**src/rtl/pc_unit_stack_if.sv**
```systemverilog
// Control-side bundle for the program-counter unit: mode/enable/data in,
// PC, lagged PC, stack pointer and stack status flags out.
interface pc_unit_stack_if #(
  parameter int W     = 8,
  parameter int DEPTH = 4
);
  localparam int SPW = $clog2(DEPTH) + 1;

  logic           en;
  logic [2:0]     m;
  logic [W-1:0]   data_in;
  logic [W-1:0]   pc;
  logic [W-1:0]   y;
  logic [SPW-1:0] sp;
  logic           stk_full;
  logic           stk_empty;
  logic           ovf;
  logic           udf;

  modport master (
    output en, m, data_in,
    input  pc, y, sp, stk_full, stk_empty, ovf, udf
  );

  modport slave (
    input  en, m, data_in,
    output pc, y, sp, stk_full, stk_empty, ovf, udf
  );
endinterface

```
**src/rtl/pc_unit_stack.sv**
```systemverilog
// Program counter with inc/dec/load/hold/relative branch and call/return
// through a LIFO return-address stack; all state advances on the falling edge.
module pc_unit_stack #(
  parameter int           W         = 8,
  parameter int           DEPTH     = 4,
  parameter logic [W-1:0] RESET_VEC = '0
) (
  input  logic           clk,
  input  logic           clr_n,
  pc_unit_stack_if.slave bus
);
  localparam int AW  = $clog2(DEPTH);
  localparam int SPW = AW + 1;

  typedef enum logic [2:0] {
    M_INC  = 3'b000,
    M_DEC  = 3'b001,
    M_LOAD = 3'b010,
    M_HOLD = 3'b011,
    M_BREL = 3'b100,
    M_CALL = 3'b101,
    M_RET  = 3'b110,
    M_INC2 = 3'b111
  } mode_t;

  logic [W-1:0]   r_pc;
  logic [W-1:0]   r_y;
  logic [SPW-1:0] r_sp;
  logic           r_ovf;
  logic           r_udf;
  logic [W-1:0]   r_stack [DEPTH];

  mode_t          w_mode;
  logic [W-1:0]   w_pc_nxt;
  logic [W-1:0]   w_ret_addr;
  logic [SPW-1:0] w_sp_nxt;
  logic           w_push;
  logic           w_ovf_set;
  logic           w_udf_set;
  logic           w_full;
  logic           w_empty;
  logic [AW-1:0]  w_push_idx;
  logic [AW-1:0]  w_top_idx;
  logic signed [W-1:0] w_pc_s;
  logic signed [W-1:0] w_off;

  assign w_mode     = mode_t'(bus.m);
  assign w_full     = (r_sp == SPW'(DEPTH));
  assign w_empty    = (r_sp == '0);
  assign w_ret_addr = r_pc + W'(1);
  // Low bits of sp address the next free slot; only used when not full.
  assign w_push_idx = r_sp[AW-1:0];
  assign w_top_idx  = w_push_idx - AW'(1);
  assign w_pc_s     = $signed(r_pc);
  assign w_off      = $signed(bus.data_in);

  always_comb begin
    w_pc_nxt  = r_pc + W'(1);
    w_sp_nxt  = r_sp;
    w_push    = 1'b0;
    w_ovf_set = 1'b0;
    w_udf_set = 1'b0;
    case (w_mode)
      M_DEC:  w_pc_nxt = r_pc - W'(1);
      M_LOAD: w_pc_nxt = bus.data_in;
      M_HOLD: w_pc_nxt = r_pc;
      M_BREL: w_pc_nxt = $unsigned(w_pc_s + w_off);
      M_CALL: begin
        // The jump is taken even when the push is refused.
        w_pc_nxt = bus.data_in;
        if (w_full) begin
          w_ovf_set = 1'b1;
        end else begin
          w_push   = 1'b1;
          w_sp_nxt = r_sp + SPW'(1);
        end
      end
      M_RET: begin
        if (w_empty) begin
          w_udf_set = 1'b1;
        end else begin
          w_pc_nxt = r_stack[w_top_idx];
          w_sp_nxt = r_sp - SPW'(1);
        end
      end
      default: w_pc_nxt = r_pc + W'(1);
    endcase
  end

  always_ff @(negedge clk or negedge clr_n) begin
    if (!clr_n) begin
      r_pc  <= RESET_VEC;
      r_y   <= '0;
      r_sp  <= '0;
      r_ovf <= 1'b0;
      r_udf <= 1'b0;
    end else if (bus.en) begin
      r_pc <= w_pc_nxt;
      r_y  <= r_pc;
      r_sp <= w_sp_nxt;
      if (w_ovf_set) r_ovf <= 1'b1;
      if (w_udf_set) r_udf <= 1'b1;
    end
  end

  // Stack contents are don't-care after reset, so the storage has no reset.
  always_ff @(negedge clk) begin
    if (bus.en && w_push) r_stack[w_push_idx] <= w_ret_addr;
  end

  assign bus.pc        = r_pc;
  assign bus.y         = r_y;
  assign bus.sp        = r_sp;
  assign bus.stk_full  = w_full;
  assign bus.stk_empty = w_empty;
  assign bus.ovf       = r_ovf;
  assign bus.udf       = r_udf;
endmodule

```
**src/flat_wrapper.sv**
```systemverilog
// flat-port wrapper written by rule: the top's interface ports become plain ports
module pc_unit_stack_flat 
#(
  parameter int           W         = 8,
  parameter int           DEPTH     = 4,
  parameter logic [W-1:0] RESET_VEC = '0
)
  (clk, clr_n, bus_en, bus_m, bus_data_in, bus_pc, bus_y, bus_sp, bus_stk_full, bus_stk_empty, bus_ovf, bus_udf);
  pc_unit_stack_if #(.W(W), .DEPTH(DEPTH)) bus_i ();
  input  logic clk;
  input  logic clr_n;
  input wire logic [$bits(bus_i.en)-1:0] bus_en;
  input wire logic [$bits(bus_i.m)-1:0] bus_m;
  input wire logic [$bits(bus_i.data_in)-1:0] bus_data_in;
  output wire logic [$bits(bus_i.pc)-1:0] bus_pc;
  output wire logic [$bits(bus_i.y)-1:0] bus_y;
  output wire logic [$bits(bus_i.sp)-1:0] bus_sp;
  output wire logic [$bits(bus_i.stk_full)-1:0] bus_stk_full;
  output wire logic [$bits(bus_i.stk_empty)-1:0] bus_stk_empty;
  output wire logic [$bits(bus_i.ovf)-1:0] bus_ovf;
  output wire logic [$bits(bus_i.udf)-1:0] bus_udf;
  assign bus_i.en = bus_en;
  assign bus_i.m = bus_m;
  assign bus_i.data_in = bus_data_in;
  assign bus_pc = bus_i.pc;
  assign bus_y = bus_i.y;
  assign bus_sp = bus_i.sp;
  assign bus_stk_full = bus_i.stk_full;
  assign bus_stk_empty = bus_i.stk_empty;
  assign bus_ovf = bus_i.ovf;
  assign bus_udf = bus_i.udf;
  pc_unit_stack #(.W(W), .DEPTH(DEPTH), .RESET_VEC(RESET_VEC)) u_core (.clk(clk), .clr_n(clr_n), .bus(bus_i));
endmodule
```
**config.mk**
```make
export PLATFORM = sky130hd
export DESIGN_NAME = pc_unit_stack_flat
export DESIGN_NICKNAME = d
export VERILOG_FILES = /design/src/rtl/pc_unit_stack_if.sv /design/src/rtl/pc_unit_stack.sv /design/src/flat_wrapper.sv
export SDC_FILE = /design/constraint.sdc
export NUM_CORES = 1
export LEC_CHECK = 0
export ABC_AREA = 1
export CAP_MARGIN = 25
export CORE_MARGIN = 1.5
export CORE_UTILIZATION = 60
export CTS_CLUSTER_DIAMETER = 200
export DETAILED_ROUTE_END_ITERATION = 6
export PLACE_DENSITY = 0.85
export SYNTH_ARGS = -nofsm -noshare
export SYNTH_HDL_FRONTEND = slang
export SYNTH_SLANG_ARGS = --single-unit
```
**constraint.sdc**
```tcl
create_clock -name clk -period 5.8 [get_ports clk]
set_input_delay 1.45 -clock clk [delete_from_list [all_inputs] [get_ports clk]]
set_output_delay 1.45 -clock clk [all_outputs]
set_load 0.005 [all_outputs]
```
==> impl_metrics.toml <==
[cts]
cts_buffer_depth = 2
cts_hold_buf = 0
h-tree-depth = 2
cts_root_buf = "clkbuf_8"
clock_latency_ns = 0.39
cts_tree = "done"
clock-sinks = 53
cts_inserted_buffers = 5
path_clk_slew_ns = 0.07

[power_and_ir_drop]
fin_total_pwr_w = 0.001692
leakagePower_nw = 1.971
cellPowerDensity_nw_per_um2 = 417.1
ir_drop_uv = 328.7

[timing]
finalSetupTns_ns = 0
final_hold_viol_count = 0
worst_slew_margin_rel_pct = 73.69
setup_violations = 0
drv_slew = 0
worst_slack_ns = 0.04246
worstMarginPinSlew_ns = 0.3943
skew_ns = 0.08132

[layout]
areaGrowthSynthToFinish_pct = 30.20
design_area_um2 = 4056
layout-drive-gt1-share_pct = 15.48
diodes = 0
postLayoutCoreUtil_pct = 80.45
layout.nets = 519
n_fill_cell = 338

[detailed_routing]
routed_wl_um = 7882
drt_first_pass_iters = 5
drc = 0
wl_per_cell_um = 14.05
viasPerCell = 5.210
drtIter0Drc = 181
vias = 2923
drtAntennaViolNets = 0

[critical_path]
r2r_slack_ns = 3.81
worst_path_dominant_cell_family = "buffers and inverters"
critical_path_class = "register to output pin"
crit_fanout = 6
worst_path_max_delay_cell = "clkdlybuf4s50_1"
worstSetupEndpointType = "output pin"
arrival_ns = 4.31
cp-endpoint = "bus_pc[0]"
crit_start = "u_core.bus.pc[0]"
reg2reg_to = "u_core.bus.pc[6]"
reg2reg_depth = 11
worstSetupPathDepth = 1
r2r_start = "u_core.bus.pc[0]"
required_ns = 4.35
crit_path_start_kind = "register"
crit_chain = "clkdlybuf4s50_1"
worst-path-buf-inv = 1
slowest_delay_ns = 0.55

[synthesis]
synth_flop_cell = "edfxtp_1"
synth_cells = 388
synth_cell_type_count = 31
synth-seq-cells = 53
ys_warn_count = 0
synth_edf_count = 32
syn_area_per_cell_um2 = 8.030
netlist_area_um2 = 3115
synthArstFlopShare_pct = 39.62
yosysSeqAreaShare_pct = 47.71
synth_nets = 417

[grt]
grt_first_pass_wirelength_um = 11960
overflow = 0
grt_max_degree = 22
antenna_found_initial = 0
grt_pass1_vias = 2664
grt_use_total_pct = 29.00

[placement]
dp.final_hpwl_um = 5530
routabilityCongestion = 0.9303
port_buffers = 36
dpl-instance-area_um2 = 3767
post-place-ws_ns = -0.4727

[floorplan]
io_pins = 37
dieArea_um2 = 5634
start_util_pct = 61.79
dieHeight_um = 75.06
num_rows = 26
core_area_um2 = 5042
die_w_um = 75.06

[run]
drv_cap = 0

[min_path]
hp-class = "register to register"

[outcome]
status = "complete, no violations"
==> cells in the final DEF (no fill, tap or decap), drive strengths merged <==
cell / synthesis / routed
clkbuf: 2 / 5
buf: 6 / 36
clkinvlp: 0 / 1
and2: 1 / 1
clkdlybuf4s50: 0 / 32
dfrtn: 21 / 21
a31o: 1 / 1
edfxtp: 32 / 32
xor2: 4 / 4
xnor2: 1 / 1
nand2: 115 / 115
o21ai: 22 / 22
nand4: 5 / 5
nand3b: 3 / 3
nor2: 55 / 55
dlygate4sd2: 0 / 4
fa: 2 / 2
a21oi: 9 / 9
o22ai: 3 / 3
or2: 3 / 3
inv: 46 / 79
ha: 13 / 13
o21bai: 1 / 1
nand3: 42 / 42
nor3: 1 / 1
==> sequential cells by signal, indices dropped and copies added (netlist names) <==
register	count
u_core.bus.ovf	1
u_core.bus.udf	1
u_core.bus.pc	8
u_core.bus.sp	3
u_core.bus.y	8
u_core.r_stack	32
==> layout make-up <==
| type | instances | area [µm²] | area share (%) |
|---|---|---|---|
| Clock buffer | 5 | 68.82 | 1.696 |
| Timing Repair Buffer | 72 | 633.1 | 15.61 |
| Clock inverter | 35 | 145.1 | 3.578 |
| Multi-Input combinational cell | 281 | 1466 | 36.15 |
| Inverter | 45 | 168.9 | 4.164 |
| Tap cell | 70 | 87.58 | 2.159 |
| Sequential cell | 53 | 1486 | 36.64 |
==> metal layers <==
layer	GRT usage [%]	wire length (µm)
met1	36.78	3326
met2	47.98	3853
met3	3.882	469
met4	16.16	232
met5	0	0
==> cell usage after synthesis (all sizes together), types with 3 or more instances <==
cell type	instances	area share, %
nand3b	3	0.72
dfrtn	21	17
or2	3	0.60
buf	6	1.2
a21oi	9	1.4
ha	13	5.2
nand2	115	14
xor2	4	1.1
o22ai	3	0.60
edfxtp	32	31
nand3	42	6.9
nand4	5	1.0
inv	46	5.5
o21ai	22	3.7
nor2	55	7.3
==> worst min-delay path by stage <==
stage                              start             end  slack [ns]  cells after the start
after floorplan           u_core.bus.ovf  u_core.bus.ovf        0.43                      1
after global placement    u_core.bus.ovf  u_core.bus.ovf        0.41                      1
after detailed placement  u_core.bus.udf  u_core.bus.udf        0.42                      1
after CTS                 u_core.bus.udf  u_core.bus.udf        0.43                      1
after global routing      u_core.bus.udf  u_core.bus.udf        0.45                      1
final                     u_core.bus.udf  u_core.bus.udf        0.43                      1
==> repair_timing <==
action / in CTS / in global routing
endpoints found under the setup margin: 5 / 5
setup buffers: 2 / 1
hold endpoints to repair: 0 / 0
pin swaps: 5 / 2
resized for setup: 13 / 6
==> kinds of logic after synthesis <==
kind of cell    after synthesis  synth area share (%)
simple gates                225                 31.20
buf+inv                      54                 6.948
flops                        53                 47.71
compound gates               36                 6.225
fa+ha+maj                    15                 6.506
xor+xnor                      5                 1.406
==> stage by stage <==
| stage | hold WS, ns | cells |
|---|---|---|
| floorplan | 0.4267 | 388 |
| global placement | 0.4105 | 519 |
| detailed placement | 0.4246 | 519 |
| CTS | 0.4290 | 560 |
| global route | 0.4544 | 561 |
| finish | 0.4265 | 561 |
==> power by group <==
part	switching [W]	internal, W	total (W)
Combinational	0.000483	0.000359	0.000842
Sequential	0.0000425	0.000493	0.000535
Clock	0.000198	0.000117	0.000315
Total	0.000723	0.000969	0.00169
No activity file was read; power rests on OpenSTA's default activity.
